<file path="config.mk">
export PLATFORM = sky130hd
export DESIGN_NAME = gp_ctx_seq_flat
export DESIGN_NICKNAME = d
export VERILOG_FILES = /design/src/rtl/gp_ctx_seq_if.sv /design/src/rtl/gp_ctx_seq.sv /design/src/flat_wrapper.sv
export SDC_FILE = /design/constraint.sdc
export NUM_CORES = 1
export LEC_CHECK = 0
export CAP_MARGIN = 10
export CORE_MARGIN = 4
export CORE_UTILIZATION = 30
export DETAILED_ROUTE_END_ITERATION = 7
export PLACE_DENSITY = 0.84
export SYNTH_ARGS = -nofsm -noshare
export SYNTH_HDL_FRONTEND = slang
export SYNTH_SLANG_ARGS = --single-unit
</file>
<file path="constraint.sdc">
create_clock -name iw_clk -period 5 [get_ports iw_clk]
set_input_delay 1.5 -clock iw_clk [delete_from_list [all_inputs] [get_ports iw_clk]]
set_output_delay 1.5 -clock iw_clk [all_outputs]
set_load 0.05 [all_outputs]
</file>
<file path="src/rtl/gp_ctx_seq_if.sv">
// rtl/gp_ctx_seq_if.sv - control, register-file and stream signals of the GP context sequencer
interface gp_ctx_seq_if #(
  parameter int IDX_W  = 4,
  parameter int DATA_W = 16
) ();
  logic              iw_save_start;
  logic              iw_restore_start;
  logic              iw_abort;
  logic              ow_busy;
  logic              ow_done;
  logic [IDX_W-1:0]  ow_rf_read_addr;
  logic [DATA_W-1:0] iw_rf_read_data;
  logic [IDX_W-1:0]  ow_rf_write_addr;
  logic [DATA_W-1:0] ow_rf_write_data;
  logic              ow_rf_write_enable;
  logic [DATA_W-1:0] ow_out_data;
  logic              ow_out_valid;
  logic              iw_out_ready;
  logic [DATA_W-1:0] iw_in_data;
  logic              iw_in_valid;
  logic              ow_in_ready;

  modport master (
    input  iw_save_start, iw_restore_start, iw_abort, iw_rf_read_data,
           iw_out_ready, iw_in_data, iw_in_valid,
    output ow_busy, ow_done, ow_rf_read_addr, ow_rf_write_addr, ow_rf_write_data,
           ow_rf_write_enable, ow_out_data, ow_out_valid, ow_in_ready
  );

  modport slave (
    output iw_save_start, iw_restore_start, iw_abort, iw_rf_read_data,
           iw_out_ready, iw_in_data, iw_in_valid,
    input  ow_busy, ow_done, ow_rf_read_addr, ow_rf_write_addr, ow_rf_write_data,
           ow_rf_write_enable, ow_out_data, ow_out_valid, ow_in_ready
  );
endinterface

</file>
<file path="src/rtl/gp_ctx_seq.sv">
// rtl/gp_ctx_seq.sv - streams all GP registers out (save) or in (restore) over valid/ready
module gp_ctx_seq #(
  parameter int IDX_W = 4,
  parameter int N_REG = 16
) (
  input  logic          iw_clk,
  input  logic          iw_rst_n,
  gp_ctx_seq_if.master  bus
);
  typedef enum logic [1:0] {ST_IDLE, ST_SAVE, ST_RESTORE, ST_DONE} state_t;

  localparam logic [IDX_W-1:0] LAST_IDX = IDX_W'(N_REG - 1);

  state_t           state_q, state_d;
  logic [IDX_W-1:0] cnt_q, cnt_d;

  always_ff @(posedge iw_clk) begin
    if (!iw_rst_n) begin
      state_q <= ST_IDLE;
      cnt_q   <= '0;
    end else begin
      state_q <= state_d;
      cnt_q   <= cnt_d;
    end
  end

  always_comb begin
    state_d                = state_q;
    cnt_d                  = cnt_q;
    bus.ow_busy            = 1'b0;
    bus.ow_done            = 1'b0;
    bus.ow_rf_read_addr    = '0;
    bus.ow_rf_write_addr   = '0;
    bus.ow_rf_write_data   = '0;
    bus.ow_rf_write_enable = 1'b0;
    bus.ow_out_data        = '0;
    bus.ow_out_valid       = 1'b0;
    bus.ow_in_ready        = 1'b0;

    // Outputs stay quiet while reset is held, even before the first reset edge.
    if (iw_rst_n) begin
      case (state_q)
        ST_IDLE: begin
          if (bus.iw_save_start) begin
            state_d = ST_SAVE;
            cnt_d   = '0;
          end else if (bus.iw_restore_start) begin
            state_d = ST_RESTORE;
            cnt_d   = '0;
          end
        end

        ST_SAVE: begin
          bus.ow_busy         = 1'b1;
          bus.ow_out_valid    = 1'b1;
          bus.ow_rf_read_addr = cnt_q;
          bus.ow_out_data     = bus.iw_rf_read_data;
          // Abort takes priority over the last-word move to DONE; the word itself still goes.
          if (bus.iw_abort) begin
            state_d = ST_IDLE;
            cnt_d   = '0;
          end else if (bus.iw_out_ready) begin
            if (cnt_q == LAST_IDX) begin
              state_d = ST_DONE;
              cnt_d   = '0;
            end else begin
              cnt_d = cnt_q + 1'b1;
            end
          end
        end

        ST_RESTORE: begin
          bus.ow_busy            = 1'b1;
          bus.ow_in_ready        = 1'b1;
          bus.ow_rf_write_enable = bus.iw_in_valid;
          bus.ow_rf_write_addr   = cnt_q;
          bus.ow_rf_write_data   = bus.iw_in_data;
          if (bus.iw_abort) begin
            state_d = ST_IDLE;
            cnt_d   = '0;
          end else if (bus.iw_in_valid) begin
            if (cnt_q == LAST_IDX) begin
              state_d = ST_DONE;
              cnt_d   = '0;
            end else begin
              cnt_d = cnt_q + 1'b1;
            end
          end
        end

        ST_DONE: begin
          bus.ow_done = 1'b1;
          state_d     = ST_IDLE;
          cnt_d       = '0;
        end

        default: begin
          state_d = ST_IDLE;
          cnt_d   = '0;
        end
      endcase
    end
  end
endmodule

</file>
<file path="src/flat_wrapper.sv">
// flat-port wrapper written by rule: the top's interface ports become plain ports
module gp_ctx_seq_flat 
#(
  parameter int IDX_W = 4,
  parameter int N_REG = 16
)
  (iw_clk, iw_rst_n, bus_iw_save_start, bus_iw_restore_start, bus_iw_abort, bus_iw_rf_read_data, bus_iw_out_ready, bus_iw_in_data, bus_iw_in_valid, bus_ow_busy, bus_ow_done, bus_ow_rf_read_addr, bus_ow_rf_write_addr, bus_ow_rf_write_data, bus_ow_rf_write_enable, bus_ow_out_data, bus_ow_out_valid, bus_ow_in_ready);
  gp_ctx_seq_if #(.IDX_W(IDX_W), .DATA_W((16))) bus_i ();
  input  logic iw_clk;
  input  logic iw_rst_n;
  input wire logic [$bits(bus_i.iw_save_start)-1:0] bus_iw_save_start;
  input wire logic [$bits(bus_i.iw_restore_start)-1:0] bus_iw_restore_start;
  input wire logic [$bits(bus_i.iw_abort)-1:0] bus_iw_abort;
  input wire logic [$bits(bus_i.iw_rf_read_data)-1:0] bus_iw_rf_read_data;
  input wire logic [$bits(bus_i.iw_out_ready)-1:0] bus_iw_out_ready;
  input wire logic [$bits(bus_i.iw_in_data)-1:0] bus_iw_in_data;
  input wire logic [$bits(bus_i.iw_in_valid)-1:0] bus_iw_in_valid;
  output wire logic [$bits(bus_i.ow_busy)-1:0] bus_ow_busy;
  output wire logic [$bits(bus_i.ow_done)-1:0] bus_ow_done;
  output wire logic [$bits(bus_i.ow_rf_read_addr)-1:0] bus_ow_rf_read_addr;
  output wire logic [$bits(bus_i.ow_rf_write_addr)-1:0] bus_ow_rf_write_addr;
  output wire logic [$bits(bus_i.ow_rf_write_data)-1:0] bus_ow_rf_write_data;
  output wire logic [$bits(bus_i.ow_rf_write_enable)-1:0] bus_ow_rf_write_enable;
  output wire logic [$bits(bus_i.ow_out_data)-1:0] bus_ow_out_data;
  output wire logic [$bits(bus_i.ow_out_valid)-1:0] bus_ow_out_valid;
  output wire logic [$bits(bus_i.ow_in_ready)-1:0] bus_ow_in_ready;
  assign bus_i.iw_save_start = bus_iw_save_start;
  assign bus_i.iw_restore_start = bus_iw_restore_start;
  assign bus_i.iw_abort = bus_iw_abort;
  assign bus_i.iw_rf_read_data = bus_iw_rf_read_data;
  assign bus_i.iw_out_ready = bus_iw_out_ready;
  assign bus_i.iw_in_data = bus_iw_in_data;
  assign bus_i.iw_in_valid = bus_iw_in_valid;
  assign bus_ow_busy = bus_i.ow_busy;
  assign bus_ow_done = bus_i.ow_done;
  assign bus_ow_rf_read_addr = bus_i.ow_rf_read_addr;
  assign bus_ow_rf_write_addr = bus_i.ow_rf_write_addr;
  assign bus_ow_rf_write_data = bus_i.ow_rf_write_data;
  assign bus_ow_rf_write_enable = bus_i.ow_rf_write_enable;
  assign bus_ow_out_data = bus_i.ow_out_data;
  assign bus_ow_out_valid = bus_i.ow_out_valid;
  assign bus_ow_in_ready = bus_i.ow_in_ready;
  gp_ctx_seq #(.IDX_W(IDX_W), .N_REG(N_REG)) u_core (.iw_clk(iw_clk), .iw_rst_n(iw_rst_n), .bus(bus_i));
endmodule
</file>
==> flow_summary.toml <==
[timing]
post-route-period-util_pct = 85.9
finalCriticalPeriod_ps = 4290
drv_slew = 0
max_slew_margin_pct = 43.0
tightest_slew_ps = 854
skew_ps = 5.68
hold_violations = 0
rsz0062_at_grt = "false"
fmax_mhz = 233
worst_slack_ps = 706
tns_ps = 0
finalSetupViolations = 0

[synth]
syn_area_sq_um = 753
seq_area_frac_synth_pct = 15.9
synth-seq-cells = 6
syn_area_per_cell_sq_um = 7.53
ys_types = 25
yosys_warnings = 0
netlist_instances = 100
synth.net_count = 145

[clock_network]
cts_tree = "done"
cts_max_path_buffers = 2
numCtsBuffers = 3
cts_root_buffer = "clkbuf_4"
clkTransAtPathRegs_ps = 40
clk_latency_ps = 250
cts_sinks = 6
htreeDepth = 1
ctsHoldBuffers = 0
cts_setup_buffers = 0
cts_resized = 0

[placed_design]
dpl_cell_area_sq_um = 2040
gp_congestion = 0.807
dp_hpwl_mm = 3.49
post-place-ws_ps = 733
port_buffers = 83

[floorplan]
die_area_sq_um = 3380
die_height_um = 58.1
die_x_um = 58.1
floorplan.rows = 17
initial_core_util_pct = 32.8
ios = 84
core_sq_um = 2300

[route]
totalWireLength_mm = 4.15
routed_via_density = 5.20
drc = 0
dr.pass1.iters = 4
detailedRoute.firstIterationViolations = 21
drt.antenna.violating_nets = 0
vias = 1066
avgRoutedWirePerCell_um = 20.2

[setup_path]
cp.required_ps = 3500
crit_path_end_kind = "output pin"
path_class = "input port to output pin"
cp.arrival_ps = 2790
cpMaxStageDelayCell = "clkdlybuf4s50_1"
crit_fanout = 55
worst_setup_path_start_kind = "input port"
cp_slowest_stage_delay_ps = 450
path_cells = "clkdlybuf4s50_1 -> buf_4 -> and3_1 -> buf_12"

[cells_and_area]
drive_above_1_share_pct = 29.9
layout_commonest_cell = "buf_12"
final_cell_mix = "buf_12, and3_1, clkdlybuf4s50_1"
finalInstanceArea_sq_um = 2060
diodes = 0
finalNetCount = 224
syn_to_final_growth_pct = 174

[global_routing]
grt_pass1_wl_mm = 6.06
antenna_found_initial = 0
grt_pass1_vias = 1071
grt-ovfl-total = 0
track_usage_pct = 24.3
grt_max_degree = 56

[pwr]
cellPowerDensity_nw_per_um2 = 244
leakage_nw = 0.946
irDropWorstVdd_mv = 0.274
fin_total_pwr_w = 0.000503

[min_path]
hold_class = "register to register"

[flow_run]
maxCapViolations = 0

[status]
outcome = "finished, final reports clean"
worst max-delay path: cells and delay by family:
kind                   cells  cell delay (ps)
buffers and inverters      3              960
and+or+nand+nor            1              320
sequential cells by signal (all words and copies together) (netlist names):
name            count
u_core.cnt_q        4
u_core.state_q      2
worst paths after layout:
kind	to	slack, ps	cells past startpoint	start
max	bus_ow_rf_write_enable	710	4	iw_rst_n
min	u_core.cnt_q[1]$_SDFFE_PN0P_	530	2	u_core.cnt_q[1]$_SDFFE_PN0P_
max reg2reg	u_core.state_q[0]$_SDFFE_PN0P_	2920	6	u_core.state_q[0]$_SDFFE_PN0P_
min reg2reg	u_core.cnt_q[1]$_SDFFE_PN0P_	530	2	u_core.cnt_q[1]$_SDFFE_PN0P_
Yosys cell counts:
master | count | share of area (%)
o31ai_1 | 3 | 3.0
nand2b_4 | 1 | 1.8
nand2b_1 | 2 | 1.7
o311ai_0 | 3 | 3.5
a211oi_1 | 1 | 1.0
or2_2 | 1 | 0.83
nor2_1 | 2 | 1.0
clkbuf_1 | 10 | 5.0
nor2b_1 | 1 | 0.83
ha_1 | 6 | 10
or4b_1 | 2 | 2.7
nor3b_1 | 1 | 1.0
nand2_1 | 1 | 0.50
and3_1 | 41 | 34
or3b_2 | 1 | 1.2
and2_1 | 5 | 4.2
inv_1 | 2 | 1.0
dfxtp_1 | 6 | 16
nand3b_1 | 1 | 1.0
a31oi_4 | 1 | 2.8
a21oi_1 | 1 | 0.66
o21ai_0 | 4 | 2.7
o32ai_1 | 1 | 1.2
a21boi_1 | 2 | 2.0
nand3_1 | 1 | 0.66
report_power, final:
group | internal (W) | leakage, nW | total [W] | switching [W]
clock | 0.0000272 | 0.0138 | 0.0000451 | 0.0000179
combinational | 0.000181 | 0.883 | 0.000394 | 0.000214
sequential | 0.0000550 | 0.0488 | 0.0000633 | 0.00000833
total | 0.000263 | 0.946 | 0.000503 | 0.000240
per-stage QoR:
step           std cells  utilization [%]  hold slack (ps)
2_1_floorplan        100                -              482
3_3_place_gp         202             88.8              504
3_5_place_dp         202             88.8              526
4_1_cts              205             89.8              533
5_1_grt              205             89.8              564
6_report             205             89.8              532
final cells by class:
cell class,instances,area (sq um)
clock buffers,3,22.5
fillers,112,235
inverters,2,7.51
multi-input cells,82,588
flip-flops and latches,6,120
well taps,28,35.0
repair buffers,84,1290
per-layer routing:
metal | vias up | GRT usage, % | wire [um]
li1 | 524 | - | -
met1 | 483 | 22.1 | 1240
met2 | 51 | 51.0 | 2550
met3 | 8 | 7.13 | 279
met4 | 0 | 5.96 | 85
met5 | - | 0 | 0
kinds of logic after synthesis:
| logic type | after synthesis | synth area share, % |
|---|---|---|
| flip-flops | 6 | 15.9 |
| buffers and inverters | 12 | 5.98 |
| AND/OR/NAND/NOR | 60 | 51.3 |
| adder cells (fa/ha/maj) | 6 | 9.97 |
| AO/OA/AOI/OAI | 16 | 16.8 |
Power figures use the tool's default switching activity.
